`config.mk`:
```
export PLATFORM = sky130hd
export DESIGN_NAME = dbus_arbiter
export DESIGN_NICKNAME = d
export VERILOG_FILES = /design/src/rtl/dbus_arbiter_pkg.sv /design/src/rtl/dbus_arb_watchdog.sv /design/src/rtl/dbus_arbiter.sv
export SDC_FILE = /design/constraint.sdc
export NUM_CORES = 1
export LEC_CHECK = 0
export CORE_AREA = 4 4 121 123
export DETAILED_ROUTE_END_ITERATION = 8
export DIE_AREA = 0 0 125 127
export PLACE_DENSITY = 0.63
export SYNTH_ARGS = -nofsm -noshare
export SYNTH_HDL_FRONTEND = slang
export SYNTH_SLANG_ARGS = --single-unit
```
`constraint.sdc`:
```
create_clock -name clk -period 2.25 [get_ports clk]
set_input_delay 0.45 -clock clk [delete_from_list [all_inputs] [get_ports clk]]
set_output_delay 0.45 -clock clk [all_outputs]
set_load 0.02 [all_outputs]
```
`src/rtl/dbus_arbiter_pkg.sv`:
```
// Shared types for the two-master data-bus arbiter: bus word, request bundle, FSM states.
package dbus_arbiter_pkg;
  localparam int XLEN = 32;
  localparam int DBUS_ARB_TIMEOUT_DEFAULT = 255;

  typedef logic [XLEN-1:0]   word_t;
  typedef logic [XLEN/8-1:0] strb_t;

  typedef enum logic [1:0] {DARB_IDLE, DARB_BUSY0, DARB_BUSY1} dbus_arb_state_t;

  typedef struct packed {
    logic  rd_en;
    logic  wr_en;
    word_t addr;
    word_t wr_data;
    strb_t wr_strobe;
  } dbus_req_t;
endpackage

```
`src/rtl/dbus_arb_watchdog.sv`:
```
// Counts consecutive slave-wait cycles of a locked transaction; expire_o flags the
// cycle that reaches the limit. TIMEOUT_CYCLES=0 removes the counter entirely.
module dbus_arb_watchdog #(
  parameter int TIMEOUT_CYCLES = 255
) (
  input  logic clk,
  input  logic rst_n,
  input  logic clr_i,
  input  logic en_i,
  output logic expire_o
);
  localparam int TO_W = (TIMEOUT_CYCLES > 0) ? $clog2(TIMEOUT_CYCLES + 1) : 1;

  generate
    if (TIMEOUT_CYCLES > 0) begin : g_wd
      localparam logic [TO_W-1:0] LAST = TO_W'(TIMEOUT_CYCLES - 1);
      logic [TO_W-1:0] cnt_q, cnt_d;

      always_comb begin
        cnt_d = cnt_q;
        if (clr_i)     cnt_d = '0;
        else if (en_i) cnt_d = cnt_q + 1'b1;
      end

      always_ff @(posedge clk or negedge rst_n) begin
        if (!rst_n) cnt_q <= '0;
        else        cnt_q <= cnt_d;
      end

      assign expire_o = en_i && (cnt_q == LAST);
    end else begin : g_nowd
      assign expire_o = 1'b0;
    end
  endgenerate
endmodule

```
`src/rtl/dbus_arbiter.sv`:
```
// Two-master DBus arbiter: same-cycle round-robin grant in IDLE, grant locked while
// the slave stalls, watchdog abort of hung transactions.
module dbus_arbiter
  import dbus_arbiter_pkg::*;
#(
  parameter int TIMEOUT_CYCLES = DBUS_ARB_TIMEOUT_DEFAULT
) (
  input  logic  clk,
  input  logic  rst_n,
  input  logic  m0_rd_en,
  input  logic  m0_wr_en,
  input  word_t m0_addr,
  input  word_t m0_wr_data,
  input  strb_t m0_wr_strobe,
  output word_t m0_rd_data,
  output logic  m0_wait,
  output logic  m0_err,
  input  logic  m1_rd_en,
  input  logic  m1_wr_en,
  input  word_t m1_addr,
  input  word_t m1_wr_data,
  input  strb_t m1_wr_strobe,
  output word_t m1_rd_data,
  output logic  m1_wait,
  output logic  m1_err,
  output logic  dbus_rd_en,
  output logic  dbus_wr_en,
  output word_t dbus_addr,
  output word_t dbus_wr_data,
  output strb_t dbus_wr_strobe,
  input  word_t dbus_rd_data,
  input  logic  dbus_wait,
  input  logic  dbus_err
);
  dbus_arb_state_t  state_q, state_d;
  logic             last_gnt_q, last_gnt_d;
  dbus_req_t [1:0]  mreq;
  dbus_req_t        sel;
  logic [1:0]       req, mine;
  logic             busy, gnt, gnt_vld, drop, kill, done, wd_expire;

  assign mreq[0] = '{rd_en: m0_rd_en, wr_en: m0_wr_en, addr: m0_addr,
                     wr_data: m0_wr_data, wr_strobe: m0_wr_strobe};
  assign mreq[1] = '{rd_en: m1_rd_en, wr_en: m1_wr_en, addr: m1_addr,
                     wr_data: m1_wr_data, wr_strobe: m1_wr_strobe};
  assign req  = {m1_rd_en | m1_wr_en, m0_rd_en | m0_wr_en};
  assign busy = (state_q != DARB_IDLE);

  always_comb begin
    gnt     = 1'b0;
    gnt_vld = 1'b0;
    case (state_q)
      DARB_IDLE: begin
        gnt_vld = |req;
        gnt     = (&req) ? ~last_gnt_q : req[1];
      end
      DARB_BUSY0: begin gnt_vld = 1'b1; gnt = 1'b0; end
      DARB_BUSY1: begin gnt_vld = 1'b1; gnt = 1'b1; end
      default: ;
    endcase
  end

  // A locked master that lets go of its request abandons the transaction.
  assign sel  = mreq[gnt];
  assign drop = busy & ~req[gnt];
  assign kill = drop | wd_expire;
  assign done = gnt_vld & (~dbus_wait | dbus_err | kill);

  assign dbus_wr_en     = gnt_vld & ~kill & sel.wr_en;
  assign dbus_rd_en     = gnt_vld & ~kill & sel.rd_en & ~sel.wr_en;
  assign dbus_addr      = gnt_vld ? sel.addr      : '0;
  assign dbus_wr_data   = gnt_vld ? sel.wr_data   : '0;
  assign dbus_wr_strobe = gnt_vld ? sel.wr_strobe : '0;

  assign mine[0] = gnt_vld & ~gnt & req[0];
  assign mine[1] = gnt_vld &  gnt & req[1];

  assign m0_rd_data = mine[0] ? dbus_rd_data : '0;
  assign m0_wait    = mine[0] ? (dbus_wait & ~wd_expire) : req[0];
  assign m0_err     = mine[0] & (dbus_err | wd_expire);
  assign m1_rd_data = mine[1] ? dbus_rd_data : '0;
  assign m1_wait    = mine[1] ? (dbus_wait & ~wd_expire) : req[1];
  assign m1_err     = mine[1] & (dbus_err | wd_expire);

  always_comb begin
    state_d    = state_q;
    last_gnt_d = last_gnt_q;
    if (done) begin
      state_d    = DARB_IDLE;
      last_gnt_d = gnt;
    end else if (!busy && gnt_vld) begin
      state_d = gnt ? DARB_BUSY1 : DARB_BUSY0;
    end
  end

  always_ff @(posedge clk or negedge rst_n) begin
    if (!rst_n) begin
      state_q    <= DARB_IDLE;
      last_gnt_q <= 1'b1;
    end else begin
      state_q    <= state_d;
      last_gnt_q <= last_gnt_d;
    end
  end

  dbus_arb_watchdog #(.TIMEOUT_CYCLES(TIMEOUT_CYCLES)) u_wd (
    .clk      (clk),
    .rst_n    (rst_n),
    .clr_i    (~busy),
    .en_i     (busy & dbus_wait),
    .expire_o (wd_expire)
  );
endmodule

```
==> results of run 1 <==
==> cells by family (layout without fill, tap and decap cells) <==
logic type               Yosys count  in the layout
AO/OA/AOI/OAI                     86             86
XOR/XNOR                           5              5
adder cells (fa/ha/maj)            5              5
buffers and inverters             37            409
flip-flops                        11             11
multiplexers                       2              2
AND/OR/NAND/NOR                  240            240
==> routing by layer <==
| metal | part of all wire [%] | vias up | GRT usage [%] |
|---|---|---|---|
| li1 | - | 2012 | - |
| met1 | 36 | 1983 | 19.9 |
| met2 | 53 | 234 | 34.6 |
| met3 | 9.0 | 32 | 6.31 |
| met4 | 2.2 | 0 | 3.38 |
| met5 | 0 | - | 0 |
==> worst min-delay path by stage <==
stage	startpoint	slack, ns	end
2_1_floorplan	rst_n	0.15	state_q[0]$_DFFE_PN0P_
3_3_place_gp	u_wd.g_wd.cnt_q[7]$_DFFE_PN0P_	0.56	u_wd.g_wd.cnt_q[7]$_DFFE_PN0P_
3_5_place_dp	u_wd.g_wd.cnt_q[7]$_DFFE_PN0P_	0.58	u_wd.g_wd.cnt_q[7]$_DFFE_PN0P_
4_1_cts	rst_n	0.57	u_wd.g_wd.cnt_q[2]$_DFFE_PN0P_
5_1_grt	rst_n	0.60	u_wd.g_wd.cnt_q[2]$_DFFE_PN0P_
6_report	rst_n	0.55	u_wd.g_wd.cnt_q[2]$_DFFE_PN0P_
==> state kept, by name, indices dropped and copies added (netlist names) <==
| register | cells |
|---|---|
| last_gnt_q | 1 |
| state_q | 2 |
| u_wd.g_wd.cnt_q | 8 |
==> layout make-up <==
class / count / area share, %
Sequential cell: 11 / 3.51
Tap cell: 180 / 2.86
Timing Repair Buffer: 400 / 57.4
Inverter: 5 / 0.238
Multi-Input combinational cell: 338 / 35.0
Clock buffer: 4 / 1.00
==> through the flow <==
step	instance area [um2]	TNS [ns]	utilization (%)	instances
finish	7880	-49.98	57.6	938
global route	7880	-60.68	57.6	938
CTS	7150	-47.40	52.3	926
detailed placement	5980	-122.72	43.8	884
global placement	5980	-122.22	43.8	884
floorplan	2440	-0.0549	-	386
==> timing repair <==
item                       CTS  global route
hold buffers                 0             0
pin swaps                   18            57
buffers inserted            25             7
setup endpoints to repair  140           141
gates cloned                13             9
resized for setup          918           160
==> critical path, cell delays in order, from the launching register on <==
cell                      delay, ns
sky130_fd_sc_hd__dfrtp_1       0.37
sky130_fd_sc_hd__inv_2         0.07
sky130_fd_sc_hd__ha_4          0.27
sky130_fd_sc_hd__nor2_1        0.04
sky130_fd_sc_hd__a311o_2       0.35
sky130_fd_sc_hd__buf_4         0.16
sky130_fd_sc_hd__buf_12        0.13
sky130_fd_sc_hd__or3_4         0.36
sky130_fd_sc_hd__a21oi_4       0.16
sky130_fd_sc_hd__buf_6         0.14
==> synth_stat cells, types with 4 or more instances <==
master | instances | area share (%)
sky130_fd_sc_hd__nand4_1 | 5 | 1.4
sky130_fd_sc_hd__clkbuf_1 | 20 | 3.4
sky130_fd_sc_hd__dfrtp_1 | 10 | 11
sky130_fd_sc_hd__nor2_1 | 11 | 1.9
sky130_fd_sc_hd__buf_2 | 9 | 2.1
sky130_fd_sc_hd__inv_1 | 5 | 0.86
sky130_fd_sc_hd__nand2_1 | 142 | 24
sky130_fd_sc_hd__ha_1 | 5 | 2.9
sky130_fd_sc_hd__a21oi_1 | 72 | 17
sky130_fd_sc_hd__xor2_1 | 4 | 1.6
sky130_fd_sc_hd__and2_1 | 64 | 18
==> flow_summary.toml, run 1 <==
[run_status]
outcome = "finished with violations"
violations = "negative setup slack"

[synthesis]
synthCells = 386
syn_area_per_cell_um2 = 5.65
synth_enable_flop_cells = 0
synth-async-reset-ratio_pct = 100
synth_xor_area_share_pct = 2.01
simple_gate_portion_of_the_synthesized_area_pct = 52.1
synth.ff_latch_count = 11
synth_top_family_by_area = "simple AND/OR/NAND/NOR gates"
synth_cell_types = 37
synthesis.area_mm2 = 0.00218
synth_nets = 567
synth_warnings = 0
synth-main-ff-cell = "sky130_fd_sc_hd__dfrtp_1"
area_fraction_in_compound_gates_after_synthesis_pct = 21.8
synth_fa_ha_area_share_pct = 2.87
synth.area.mux_share_pct = 0.975
ys_seq_area_share_pct = 12.7

[routing]
drt_first_pass_iters = 4
via_per_inst = 4.54
drtAntennaViolNets = 0
routed_wire_length_per_instance_um = 18.3
detail_route.drc_violations = 0
detail_route.iter0.violations = 144
route.final.wire_length_mm = 17.2
via_count = 4261

[placement]
routabilityCongestion = 0.915
buffer_ports.inserted = 313
detailedPlacementHpwl_mm = 10.7
pre_cts_setup_slack_ns = -1.11

[grt]
globalRouteOverflowTotal = 0
antenna_violations_before_repair = 0
first_global_vias = 4585
grt_max_degree = 44
grt.total_usage_pct = 18.3
global_route_wire_length_before_repair_mm = 23.9

[cells_and_area]
layout.cells.most_common_list = "sky130_fd_sc_hd__clkdlybuf4s50_1, sky130_fd_sc_hd__buf_6, sky130_fd_sc_hd__nand2_1, sky130_fd_sc_hd__and2_4, sky130_fd_sc_hd__buf_4"
fillers = 1173
layout.nets = 940
synthToLayoutAreaGrowth_pct = 261
antenna-diode-count = 0
multi_input_comb_area_mm2 = 0.00276
layout_commonest_cell = "sky130_fd_sc_hd__clkdlybuf4s50_1"
fraction_of_layout_cells_with_a_size_suffix_above_1_pct = 55.5
regArea_um2 = 277

[cts]
cts-buffers-inserted = 3
clkLatencyLatePin_ns = 0.24
htree_num_levels = 1
tritoncts = "built"
path_clk_slew_ns = 0.04
cts-root-buf = "sky130_fd_sc_hd__clkbuf_16"
cts_num_sinks = 11
cts.path.max_buffers = 2

[worst_setup_path]
critPathLaunch = "state_q[0]$_DFFE_PN0P_"
worst-path-max-fanout = 4
crit_path_start_kind = "register"
reg2reg_slack_ns = -0.17
crit_path_class = "reg2out"
setup.worst_path.end = "dbus_wr_en"
reg2reg_depth = 12
crit-reg2reg-launch = "state_q[0]$_DFFE_PN0P_"
critical_path_endpoint_category = "output pin"
critical_path_required_ns = 1.80
worst-endpoint-arrival_ns = 2.28
r2r-end = "last_gnt_q$_DFFE_PN1P_"

[timing]
clock_skew_ns = 0.00110
worst_slack_ns = -0.485
finalSetupViolations = 141
finalMaxSlewViolations = 0
grt_setup_unrepaired = "yes"
final.min_clock_period_ns = 2.73
final_hold_viol_count = 0
timing.slew.headroom_pct = 67.2
max_freq_ghz = 0.366
post_route_hold_slack_ns = 0.549
final_period_utilization_pct = 122
worst_pin_slew_ns = 0.490

[floorplanning]
pin_count = 314
num_rows = 43
floorplan.initialDensity_pct = 16.0
die_y_um = 127
floorplan.die.width_um = 125
area_of_the_die_mm2 = 0.0159
coreArea_mm2 = 0.0137

[job]
max_cap_viol_count = 0

[min_path]
hold_class = "in2async"
Power of run 1 is left out: the tool's default activity adds up to more than one toggle a clock period on the data nets, which glitch-free logic cannot reach.
==> run 2: changes to the inputs <==
- CTS_CLUSTER_DIAMETER: unset -> 100
==> results of run 2 <==
Same layout as run 1: the final DEF is identical, and so are final timing and power.
Power of run 2 is left out for the same reason.
